File: src/rtl/modulo_alimentador_rolhas.sv
// Cork feeder responder for the tray refill logic.
// When a request arrives, the feeder sends a batch of corks as single-cycle pulses,
// with a fixed number of cycles between pulses. It keeps track of how many corks are
// left in stock and finishes the exchange with a 4-phase req/done handshake.
module modulo_alimentador_rolhas #(
    parameter int LOTE            = 20,
    parameter int ESTOQUE_INICIAL = 99,
    parameter int PERIODO_PULSO   = 4
) (
    input  logic       clk,
    input  logic       clr,
    input  logic       enable,
    input  logic       req,
    input  logic       recarga,
    output logic       ack,
    output logic       busy,
    output logic       rolha,
    output logic       done,
    output logic       parcial,
    output logic [6:0] estoque,
    output logic       vazio
);

    localparam int SW = $clog2(LOTE + 1);
    localparam int TW = $clog2(PERIODO_PULSO + 1);

    localparam logic [SW-1:0] LOTE_W      = SW'(LOTE);
    localparam logic [6:0]    ESTOQUE_INI = 7'(ESTOQUE_INICIAL);
    localparam logic [TW-1:0] TIMER_LOAD  = TW'(PERIODO_PULSO - 1);
    localparam logic [TW-1:0] TIMER_ONE   = TW'(1);

    localparam logic [1:0] S_IDLE      = 2'd0;
    localparam logic [1:0] S_DISPENSA  = 2'd1;
    localparam logic [1:0] S_INTERVALO = 2'd2;
    localparam logic [1:0] S_FIM       = 2'd3;

    logic [1:0]    state_q,   state_d;
    logic [6:0]    estoque_q, estoque_d;
    logic [SW-1:0] sent_q,    sent_d;
    logic [TW-1:0] timer_q,   timer_d;
    logic          ack_q,     ack_d;
    logic          busy_q,    busy_d;
    logic          rolha_q,   rolha_d;
    logic          done_q,    done_d;
    logic          parcial_q, parcial_d;
    logic [SW-1:0] sent_inc;

    assign sent_inc = sent_q + 1'b1;

    // Next-state and next-output logic. When enable is low, everything holds and the pulse outputs are forced low.
    always_comb begin
        // NOTE: every signal gets its hold value first, so no path leaves one unassigned and no latch is inferred.
        state_d   = state_q;
        estoque_d = estoque_q;
        sent_d    = sent_q;
        timer_d   = timer_q;
        parcial_d = parcial_q;
        ack_d     = 1'b0;
        rolha_d   = 1'b0;

        if (enable) begin
            case (state_q)
                S_IDLE: begin
                    // A restock wins over a request in the same cycle; the request is served on the next cycle.
                    if (recarga) begin
                        estoque_d = ESTOQUE_INI;
                    end else if (req && (estoque_q != 7'd0)) begin
                        ack_d   = 1'b1;
                        sent_d  = '0;
                        state_d = S_DISPENSA;
                    end
                end
                S_DISPENSA: begin
                    rolha_d = 1'b1;
                    sent_d  = sent_inc;
                    if (estoque_q != 7'd0) begin
                        estoque_d = estoque_q - 7'd1;
                    end
                    if ((sent_inc == LOTE_W) || (estoque_q <= 7'd1)) begin
                        state_d   = S_FIM;
                        parcial_d = (sent_inc < LOTE_W);
                    end else begin
                        state_d = S_INTERVALO;
                        timer_d = TIMER_LOAD;
                    end
                end
                S_INTERVALO: begin
                    timer_d = timer_q - TIMER_ONE;
                    if (timer_q == TIMER_ONE) begin
                        state_d = S_DISPENSA;
                    end
                end
                default: begin
                    // S_FIM: keep done high until the requester releases req.
                    if (!req) begin
                        state_d   = S_IDLE;
                        parcial_d = 1'b0;
                    end
                end
            endcase
        end

        busy_d = (state_d == S_DISPENSA) || (state_d == S_INTERVALO);
        done_d = (state_d == S_FIM);
    end

    // State and output registers. clr is synchronous and takes priority over enable.
    always_ff @(posedge clk) begin
        // NOTE: sequential state uses non-blocking assignments, so every register samples the values from before the clock edge.
        if (clr) begin
            state_q   <= S_IDLE;
            estoque_q <= ESTOQUE_INI;
            sent_q    <= '0;
            timer_q   <= '0;
            ack_q     <= 1'b0;
            busy_q    <= 1'b0;
            rolha_q   <= 1'b0;
            done_q    <= 1'b0;
            parcial_q <= 1'b0;
        end else begin
            state_q   <= state_d;
            estoque_q <= estoque_d;
            sent_q    <= sent_d;
            timer_q   <= timer_d;
            ack_q     <= ack_d;
            busy_q    <= busy_d;
            rolha_q   <= rolha_d;
            done_q    <= done_d;
            parcial_q <= parcial_d;
        end
    end

    assign ack     = ack_q;
    assign busy    = busy_q;
    assign rolha   = rolha_q;
    assign done    = done_q;
    assign parcial = parcial_q;
    assign estoque = estoque_q;
    assign vazio   = (estoque_q == 7'd0);

endmodule

File: config.mk
export PLATFORM = sky130hd
export DESIGN_NAME = modulo_alimentador_rolhas
export DESIGN_NICKNAME = d
export VERILOG_FILES = /design/src/rtl/modulo_alimentador_rolhas.sv
export SDC_FILE = /design/constraint.sdc
export NUM_CORES = 1
export LEC_CHECK = 0
export BUFFER_PORTS_ARGS = -buffer_cell sky130_fd_sc_hd__buf_2
export CAP_MARGIN = 20
export CORE_UTILIZATION = 56
export DETAILED_ROUTE_END_ITERATION = 12
export GPL_ROUTABILITY_DRIVEN = 0
export PLACE_DENSITY = 0.78
export SLEW_MARGIN = 0
export SYNTH_ARGS = -nofsm -noshare
export SYNTH_HDL_FRONTEND = slang
export SYNTH_SLANG_ARGS = --single-unit
File: constraint.sdc
create_clock -name clk -period 2.8 [get_ports clk]
set_input_delay 0 -clock clk [delete_from_list [all_inputs] [get_ports clk]]
set_output_delay 0 -clock clk [all_outputs]
set_load 0.05 [all_outputs]
==> flow_summary.toml <==
[critical_path]
critPathRequiredTime_ns = 3.02
critPathLaunchType = "flip-flop"
reg2reg_slack_ns = 0.58
path_max_fanout = 7
worstSetupPathType = "flip-flop to flip-flop"
cp.arrival_ns = 2.44
end_kind = "flip-flop"

[sta]
hold_viol = 0
setup_tns_ns = 0
finalSetupViolations = 0
max_slew_margin_pct = 58.1
period_needed_ns = 2.22
clock-skew-final_ns = 0.0174
fmaxAchievable_ghz = 0.450
fin_crit_sh_pct = 79.4
slew_violations = 0
fin_ws_ns = 0.578
tightest_slew_ns = 0.620
rsz0062_at_grt = "no"

[synthesis]
ys_types = 44
syn_inst = 155
netlist_area_sq_um = 1310
syn_area_per_cell_sq_um = 8.47
ys_seq_area_share_pct = 33.6
synth-seq-cells = 22
synth.area.top_cells = "dfxtp_1 (34%), ha_1 (6.7%), nor2b_1 (3.8%)"
ys.warnings.count = 0
synth.mux.area_fraction_pct = 1.91
yosysMostFrequentCell = "dfxtp_1"
synthArstFlopShare_pct = 0
synth_xor_area_share_pct = 0
synth_edf_count = 0
synth_ff_type = "dfxtp_1"
synth-simple-area-share_pct = 31.0
synth_top_family_by_area = "simple AND/OR/NAND/NOR gates"
yosysTopAreaCell = "dfxtp_1"
yosysTopAreaCellShare_pct = 33.6
synthAdderAreaFrac_pct = 6.67
synth_fp_nets = 167
synth_compound_gate_area_share_pct = 21.6
synth_common_cells = "dfxtp_1 (22), nor2_1 (10), a21oi_1 (9)"

[route]
drc = 0
ant_nets = 0
dr.pass1.iters = 4
vias = 1186
drt_iter0_drc = 43
wire_per_inst_um = 13.9
totalWireLength_um = 2720
viasPerCell = 6.05

[placed_design]
dp_cells = 192
dp_hpwl_um = 1970
portBuffers = 17
pre_cts_ws_ns = 0.625

[power_and_ir_drop]
p_leak_nw = 0.588
peakVddDrop_mv = 0.411
p_per_area_nw_per_um2 = 448

[cts]
cts_buffers = 3
cts_tree = "built"
postCtsSetupBuffers = 0
cts_buffer_depth = 2
clk_pin_slew_ns = 0.13
cts-root-buf = "clkbuf_4"
hold_buffers = 0
htreeDepth = 1
clock_latency_ns = 0.32
ctsResizeCount = 0
cts_sinks = 22

[global_routing]
grt_pass1_vias = 1032
grt_start_max_net_pins = 19
grtUsageTotal_pct = 23.4
antenna_found_initial = 0
grt-ovfl-total = 0
grt_pass1_wl_um = 4530

[floorplanning]
dieHeight_um = 50.4
dieArea_sq_um = 2540
core_area_sq_um = 2210
die_w_um = 50.4
row_count = 17
start_util_pct = 59.3
io_pins = 18

[finish]
layout-drive-gt1-share_pct = 18.5
area_growth_pct = 9.91
diodes = 0
fillers = 195
finalNonFillerCells = 196
final_nets = 181

[worst_hold_path]
min_path_type = "primary input to flip-flop"

[job]
cap_violations = 0

[status]
outcome = "completed"
[cell usage in the layout (no fill, tap or decap), drive strengths merged, types with 2 or more instances in the layout]
master,count
dfxtp,22
o21ai,11
a21oi,9
a211oi,4
clkbuf,3
inv,7
and3,2
a22oi,2
nor3,5
nor2,10
nand3,8
buf,17
a311oi,2
or4,3
nor4,2
nand3b,6
and2,3
nor2b,8
o31a,2
a31oi,4
ha,7
or3,4
nand2,5
or2,4
nand2b,3
o31ai,4
[path summary, 6_finish.rpt]
kind | start | to | cells after the start
max | estoque[2] | busy | 6
min | clr | ack | 2
max reg2reg | estoque[2] | busy | 6
min reg2reg | timer_q[1] | timer_q[1] | 1
[critical path, cell delays in order, from the launching register on]
cell	delay, ns
dfxtp_1	0.37
or4_1	0.73
o21ai_2	0.34
or3_1	0.19
nand3_1	0.08
ha_1	0.29
nor2b_1	0.12
[layer usage]
metal | global-route usage, % | routed length, um
met1 | 30.4 | 1250
met2 | 38.7 | 1300
met3 | 5.76 | 151
met4 | 5.56 | 23
met5 | 0 | 0
[power breakdown]
part           leakage (nW)  switching [W]  internal [W]
clock network        0.0279       0.000100      0.000145
registers             0.178     0.00000836      0.000320
logic                 0.382      0.0000492     0.0000232
[per-stage QoR]
| step | power (W) | cell area (sq um) | hold slack, ns | util (%) |
|---|---|---|---|---|
| final | 0.000646 | 1440 | 0.0350 | 65.2 |
| after detailed placement | 0.000408 | 1390 | 0.380 | 62.8 |
| after CTS | 0.000655 | 1440 | 0.0305 | 65.2 |
| after floorplan | 0.000390 | 1310 | 0.288 | - |
| after global routing | 0.000676 | 1440 | 0.0581 | 65.2 |
| after global placement | 0.000405 | 1390 | 0.367 | 62.8 |
[cells by family after synthesis]
| logic type | after synthesis |
|---|---|
| buffers and inverters | 15 |
| adders and majority gates | 7 |
| muxes | 2 |
| AOI/OAI and AO/OA | 43 |
| and+or+nand+nor | 66 |
| DFF | 22 |
[registers in the layout, summed over array words and instances (netlist names)]
name     count
busy         1
estoque      7
state_q      2
sent_q       5
parcial      1
rolha        1
done         1
timer_q      3
ack          1
[final cells by class]
type,instances,area [sq um],share of cell area [%]
timing repair buffer,17,85.1,5.90
clock buffer,3,22.5,1.56
multi-input combinational,118,803,55.7
tap,28,35.0,2.43
clock inverter,1,30.0,2.08
inverter,7,26.3,1.82
sequential,22,440,30.5
No activity file was read; power rests on OpenSTA's default activity.
